**src/rtl/bcd_calc_serial.sv**
```systemverilog
// bcd_calc_serial
//   Keypad-entry BCD calculator core. Two decimal operands are typed digit
//   by digit and latched with the store strobe. They are then added or
//   subtracted by a digit-serial BCD datapath that handles one digit per
//   clock, least significant digit first.
//
// Ports
//   i_clk                clock, rising edge
//   i_rst                asynchronous active-high reset
//   i_push               digit strobe (rising edge = one digit)
//   i_entrada[3:0]       digit value, sampled with the push edge
//   i_guardar            store strobe (rising edge latches current operand)
//   i_restar             0 = A+B, 1 = A-B, sampled when B is latched
//   i_finalizar          synchronous clear back to entry of A, top priority
//   o_numero             operand being typed, packed BCD, LSD in [3:0]
//   o_resultado          result magnitude, DIGITS+1 packed BCD digits
//   o_negativo           result sign (subtract only)
//   o_resultado_valido   high while o_resultado is final
//   o_ocupado            high while the serial datapath runs
//   o_error_digito       one-cycle pulse on a push edge with entrada > 9
module bcd_calc_serial #(
    parameter int DIGITS = 3
) (
    input  logic                  i_clk,
    input  logic                  i_rst,
    input  logic                  i_push,
    input  logic [3:0]            i_entrada,
    input  logic                  i_guardar,
    input  logic                  i_restar,
    input  logic                  i_finalizar,
    output logic [4*DIGITS-1:0]   o_numero,
    output logic [4*DIGITS+3:0]   o_resultado,
    output logic                  o_negativo,
    output logic                  o_resultado_valido,
    output logic                  o_ocupado,
    output logic                  o_error_digito
);

    localparam int NW = 4 * DIGITS;
    localparam int IW = (DIGITS > 1) ? $clog2(DIGITS) : 1;
    localparam int CW = $clog2(DIGITS + 1);

    typedef enum logic [1:0] {ENT_A, ENT_B, CALC, DONE} state_t;

    state_t          r_state;
    state_t          w_next;

    logic            r_armed;
    logic            r_push_d;
    logic            r_guardar_d;
    logic [NW-1:0]   r_numero;
    logic [CW-1:0]   r_cnt;
    logic [NW-1:0]   r_a;
    logic [NW-1:0]   r_b;
    logic            r_sub;
    logic            r_neg;
    logic [NW+3:0]   r_res;
    logic            r_cy;
    logic [IW-1:0]   r_idx;
    logic            r_err;

    logic            w_push_edge;
    logic            w_guardar_edge;
    logic            w_dig_ok;
    logic            w_accept;
    logic [NW-1:0]   w_num_next;
    logic            w_last;
    logic [3:0]      w_a_dig;
    logic [3:0]      w_b_dig;
    logic [4:0]      w_dig;

    // One BCD digit of A+B+c; returns {carry, digit}.
    function automatic logic [4:0] add_dig(input logic [3:0] a, input logic [3:0] b,
                                           input logic c);
        logic [4:0] s;
        s = {1'b0, a} + {1'b0, b} + {4'b0, c};
        if (s > 5'd9) return {1'b1, 4'(s + 5'd6)};
        return {1'b0, s[3:0]};
    endfunction

    // One BCD digit of x-y-bw; returns {borrow, digit}.
    function automatic logic [4:0] sub_dig(input logic [3:0] x, input logic [3:0] y,
                                           input logic bw);
        logic signed [5:0] d;
        d = $signed({2'b0, x}) - $signed({2'b0, y}) - $signed({5'b0, bw});
        if (d < 6'sd0) return {1'b1, 4'(d + 6'sd10)};
        return {1'b0, d[3:0]};
    endfunction

    // r_armed masks the first cycle after reset so a strobe already held
    // high when reset releases is not mistaken for a fresh edge.
    assign w_push_edge    = r_armed & i_push & ~r_push_d;
    assign w_guardar_edge = r_armed & i_guardar & ~r_guardar_d;
    assign w_dig_ok       = (i_entrada <= 4'd9);
    assign w_accept       = w_push_edge & w_dig_ok & (r_cnt < CW'(DIGITS));
    assign w_num_next     = w_accept ? NW'({r_numero, i_entrada}) : r_numero;

    assign w_last  = (r_idx == IW'(DIGITS - 1));
    assign w_a_dig = r_a[{r_idx, 2'b00} +: 4];
    assign w_b_dig = r_b[{r_idx, 2'b00} +: 4];
    assign w_dig   = r_sub ? sub_dig(w_a_dig, w_b_dig, r_cy)
                           : add_dig(w_a_dig, w_b_dig, r_cy);

    assign o_numero           = r_numero;
    assign o_resultado        = r_res;
    assign o_negativo         = r_neg;
    assign o_error_digito     = r_err;
    assign o_ocupado          = (r_state == CALC);
    assign o_resultado_valido = (r_state == DONE);

    always_ff @(posedge i_clk or posedge i_rst) begin
        if (i_rst) r_state <= ENT_A;
        else       r_state <= w_next;
    end

    always_comb begin
        w_next = r_state;
        if (i_finalizar) begin
            w_next = ENT_A;
        end else begin
            case (r_state)
                ENT_A:   if (w_guardar_edge) w_next = ENT_B;
                ENT_B:   if (w_guardar_edge) w_next = CALC;
                CALC:    if (w_last)         w_next = DONE;
                DONE:    if (w_push_edge)    w_next = ENT_A;
                default: w_next = ENT_A;
            endcase
        end
    end

    always_ff @(posedge i_clk or posedge i_rst) begin
        if (i_rst) begin
            r_armed     <= 1'b0;
            r_push_d    <= 1'b0;
            r_guardar_d <= 1'b0;
            r_numero    <= '0;
            r_cnt       <= '0;
            r_a         <= '0;
            r_b         <= '0;
            r_sub       <= 1'b0;
            r_neg       <= 1'b0;
            r_res       <= '0;
            r_cy        <= 1'b0;
            r_idx       <= '0;
            r_err       <= 1'b0;
        end else begin
            r_armed     <= 1'b1;
            r_push_d    <= i_push;
            r_guardar_d <= i_guardar;
            r_err       <= 1'b0;
            if (i_finalizar) begin
                r_numero <= '0;
                r_cnt    <= '0;
                r_a      <= '0;
                r_b      <= '0;
                r_sub    <= 1'b0;
                r_neg    <= 1'b0;
                r_res    <= '0;
                r_cy     <= 1'b0;
                r_idx    <= '0;
            end else begin
                case (r_state)
                    ENT_A, ENT_B: begin
                        if (w_push_edge && !w_dig_ok) r_err <= 1'b1;
                        if (w_guardar_edge) begin
                            // A digit arriving on the same edge is already in w_num_next.
                            r_numero <= '0;
                            r_cnt    <= '0;
                            if (r_state == ENT_A) begin
                                r_a <= w_num_next;
                            end else begin
                                r_sub <= i_restar;
                                r_idx <= '0;
                                r_cy  <= 1'b0;
                                r_res <= '0;
                                // Subtract always runs larger-minus-smaller; sign kept aside.
                                if (i_restar && (r_a < w_num_next)) begin
                                    r_a   <= w_num_next;
                                    r_b   <= r_a;
                                    r_neg <= 1'b1;
                                end else begin
                                    r_b   <= w_num_next;
                                    r_neg <= 1'b0;
                                end
                            end
                        end else begin
                            r_numero <= w_num_next;
                            if (w_accept) r_cnt <= r_cnt + CW'(1);
                        end
                    end
                    CALC: begin
                        r_res[{r_idx, 2'b00} +: 4] <= w_dig[3:0];
                        r_cy  <= w_dig[4];
                        r_idx <= r_idx + IW'(1);
                        if (w_last) r_res[NW +: 4] <= r_sub ? 4'd0 : {3'b0, w_dig[4]};
                    end
                    DONE: begin
                        if (w_push_edge) begin
                            r_res <= '0;
                            r_neg <= 1'b0;
                            r_sub <= 1'b0;
                            if (w_dig_ok) begin
                                r_numero <= NW'(i_entrada);
                                r_cnt    <= CW'(1);
                            end else begin
                                r_err <= 1'b1;
                            end
                        end
                    end
                    default: ;
                endcase
            end
        end
    end

endmodule

```
**config.mk**
```make
export PLATFORM = sky130hd
export DESIGN_NAME = bcd_calc_serial
export DESIGN_NICKNAME = d
export VERILOG_FILES = /design/src/rtl/bcd_calc_serial.sv
export SDC_FILE = /design/constraint.sdc
export NUM_CORES = 1
export LEC_CHECK = 0
export CAP_MARGIN = 0
export CELL_PAD_IN_SITES_DETAIL_PLACEMENT = 0
export CELL_PAD_IN_SITES_GLOBAL_PLACEMENT = 1
export CORE_AREA = 4 4 135 137
export CTS_CLUSTER_DIAMETER = 120
export DETAILED_ROUTE_END_ITERATION = 8
export DIE_AREA = 0 0 139 141
export PLACE_DENSITY_LB_ADDON = 0.1
export RECOVER_POWER = 100
export SYNTH_ARGS = -nofsm -noshare
export SYNTH_HDL_FRONTEND = slang
export SYNTH_SLANG_ARGS = --single-unit
```
**constraint.sdc**
```tcl
create_clock -name i_clk -period 8.9 [get_ports i_clk]
set_input_delay 1.78 -clock i_clk [delete_from_list [all_inputs] [get_ports i_clk]]
set_output_delay 1.78 -clock i_clk [all_outputs]
set_load 0.01 [all_outputs]
```
==> metrics.md <==
| Metric | Value |
|---|---|
| VDD IR max | 84.1 uV |
| Initial antenna violation count | 0 |
| Post-CTS Repair Setup Buffers | 0 |
| Commonest cells post-synth | nand2_1, dfrtp_1, o21ai_0 |
| Area grow syn2layout | 21.2% |
| Syn Nets | 511 |
| Initial DRC count | ~110 |
| Outcome | finished with violations |
| Power Density | 187 nW/um2 |
| HP Start | o_resultado[2]$_DFFE_PP0P_ |
| Die height | 141 um |
| Inserted Diodes | 0 |
| Vias in the first global route | about 3500 |
| Clock Path Buffers | 2 |
| Final setup viols | 0 |
| Max transition margin | -147% |
| Worst Tran Pin Value | roughly 3.7 ns |
| CTS buffer count | 9 |
| Final Hold Vio Count | 0 |
| Clock slew at reported path FFs | around 0.060 ns |
| Gate Count Post-Synth | about 470 |
| Final ANT Viol Nets | 0 |
| Startpoint class of the critical path | input port |
| DP HPWL | roughly 8.8 mm |
| Root Driver | clkbuf_16 |
| FF+latch area | approximately 1600 um2 |
| Slew Limit Fails | 93 |
| Synth top area share | approximately two fifths |
| Critical Path End Type | flop |
| Top post-synthesis cells by area | dfrtp_1, ha_1, mux2i_1, nand2_1, o21ai_0 |
| Multi-input logic area | 2330 um2 |
| Critical path class | input port to flop |
| Synth warnings | 0 |
| Post-synth EDFFs | 0 |
| Commonest register cell after synthesis | dfrtp_1 |
| CP startpoint | i_entrada[1] |
| Post-Syn Area | around 4200 um2 |
| Hold_buf cts | 0 |
| Yosys reg bits | 65 |
| Setup ws final | 2.39 ns |
| Largest area contributor in the netlist | dfrtp_1 |
| Worst r2r src | r_cnt[0]$_DFFE_PP0P_ |
| Failing checks | capacitance limit, slew limit |
| Post-CTS Resized | 0 |
| Maximum level of the CTS H-tree | 3 |
| Unrepaired setup endpoints after global routing | false |
| # Max-Cap Violations | 3 |
| GRT Resource Usage Total | between 10% and 20% |
| WL final | 11.8 mm |
| Setup tns final | 0 ns |
| Distinct cell type count after synthesis | 57 |
| Post-synthesis average cell area | 8.98 um2 |
| CP cell instances | dlygate4sd3_1 > o21a_1 > nor3_4 > nand2_1 > nand2_1 > inv_1 > ha_1 > nand4_1 > or3_1 > o21ai_0 > mux2i_1 > o21ai_0 |
| Die W | 139 um |
| Clock tree sinks | 65 |
| TritonRoute pass-1 iters | 5 |
| Port buffer count | 41 |
| CP arrival | slightly below 7 ns |
| Worst EP required | 9.15 ns |
| DRC violations left | 0 |
| Setup WS pre-CTS | just over 3 ns |
| DR vias/cell | between 4 and 5 |
| Critical path's slowest cell | o21ai_0 |
| Synth async-reset ratio | 100% |
| Worst hold path type | flop to flop |
| Worst clock skew | 0.00651 ns |
| Via count | 3416 |
| CTS tree | done |
| Pleak | 2.44 nW |
| Layout Nets | 549 |
| Clock Latency Late Sink | between 0.3 and 0.4 ns |
| First-pass GRT wire length | 19.4 mm |
| Row count | 48 |
| Part of the cycle the worst path needs | about 73% |
| R2r setup slk | 4.04 ns |
| RePlAce Congestion | 0.775 |
| Largest net degree at the start of global routing | 66 |
| Core box area | ~17000 um2 |
| Period minus WS final | 6.51 ns |
| IO Pins | 42 |
| Initial core utilization | around 25% |
| Grt total ovfl | 0 |
| CP max FO | 16 |
| Filler cells | around 1900 |
| Share of cells above drive strength 1 | 3.93% |
| Die ar. | 19600 um2 |
| Routed len/inst | 16.1 um |
| CP peak stage delay | 1.81 ns |
| Seq/Total Area, Yosys | 38.9% |
| Count leader, synth | nand2_1 |
| Highest clock rate | approximately 0.15 GHz |
layout make-up:
class / count / share of cell area, %
Multi-Input combinational cell: 352 / 45.9
Tap cell: 225 / 5.55
Clock buffer: 9 / 4.44
Clock inverter: 7 / 1.41
Inverter: 32 / 2.37
Sequential cell: 65 / 32.1
Timing Repair Buffer: 44 / 8.31
kinds of logic (layout without fill, tap and decap cells):
logic type                 count (synthesis)  after routing  synth area share [%]
buffers and inverters                     49             92                  4.81
DFF                                       65             65                  38.9
adders and majority gates                 35             35                  11.0
other                                      1              1                0.0896
muxes                                     36             36                  8.64
and+or+nand+nor                          166            166                  17.8
xor gates and xnor gates                   7              7                  2.00
AOI/OAI and AO/OA                        107            107                  16.8
path summary, 6_finish.rpt:
check / to / cells after the start
max in group asynchronous: r_a[1]$_DFFE_PP0P_ / 3
setup reg to reg: r_b[7]$_DFFE_PP0P_ / 11
hold reg to reg: o_resultado[2]$_DFFE_PP0P_ / 2
min in group asynchronous: r_state[1]$_DFFE_PP0P_ / 3
hold / removal: o_resultado[2]$_DFFE_PP0P_ / 2
setup / recovery: r_b[7]$_DFFE_PP0P_ / 12
where the power goes:
part | switching [mW] | total (mW) | internal, mW
clock | 0.145 | 0.361 | 0.216
combinational | 0.162 | 0.250 | 0.0882
sequential | 0.0250 | 0.336 | 0.311
sequential cells by signal (all words and copies together), names as in the netlist, 2 cells and up:
register,count
r_cnt,2
o_resultado,16
o_numero,12
r_b,12
r_a,12
r_idx,2
r_state,2
metrics by stage:
stage | instance area (um2) | hold slack (ns) | utilization, % | instances | power [mW]
final | 5070 | 0.469 | 29.7 | 734 | 0.947
after global routing | 5070 | 0.507 | 29.7 | 734 | 1.01
after global placement | 4820 | 0.464 | 28.2 | 718 | 0.606
after detailed placement | 4820 | 0.472 | 28.2 | 718 | 0.605
after CTS | 5110 | 0.485 | 30.0 | 734 | 0.974
after floorplan | 4190 | 0.450 | - | 466 | 0.517
per-layer routing:
| layer | GRT usage [%] | wire length [um] | vias to the layer above |
|---|---|---|---|
| met1 | 16.6 | 5750 | 1648 |
| met3 | 2.58 | 371 | 11 |
| met4 | 4.33 | 158 | 0 |
| met2 | 20.3 | 5530 | 55 |
| li1 | - | - | 1702 |
| met5 | 0 | 0 | - |
cell usage in the layout, fill, tap and decap left out, drive strengths merged, types with 5 or more instances in the layout:
| master | n |
|---|---|
| o31ai | 10 |
| nand2 | 92 |
| nand3 | 5 |
| ha | 32 |
| a22o | 6 |
| a21oi | 13 |
| o21a | 5 |
| mux2i | 35 |
| dfrtp | 65 |
| dlygate4sd3 | 37 |
| inv | 31 |
| nor2 | 31 |
| clkbuf | 12 |
| nor2b | 6 |
| and3 | 5 |
| o21ai | 49 |
worst max-delay path: cells and delay by family:
kind | cells | cell delay (ns)
compound gates | 3 | 2.32
fa+ha+maj | 1 | 0.29
buf+inv | 2 | 0.70
mux | 1 | 0.30
simple gates | 5 | 1.36
(Power assumes the default switching activity.)
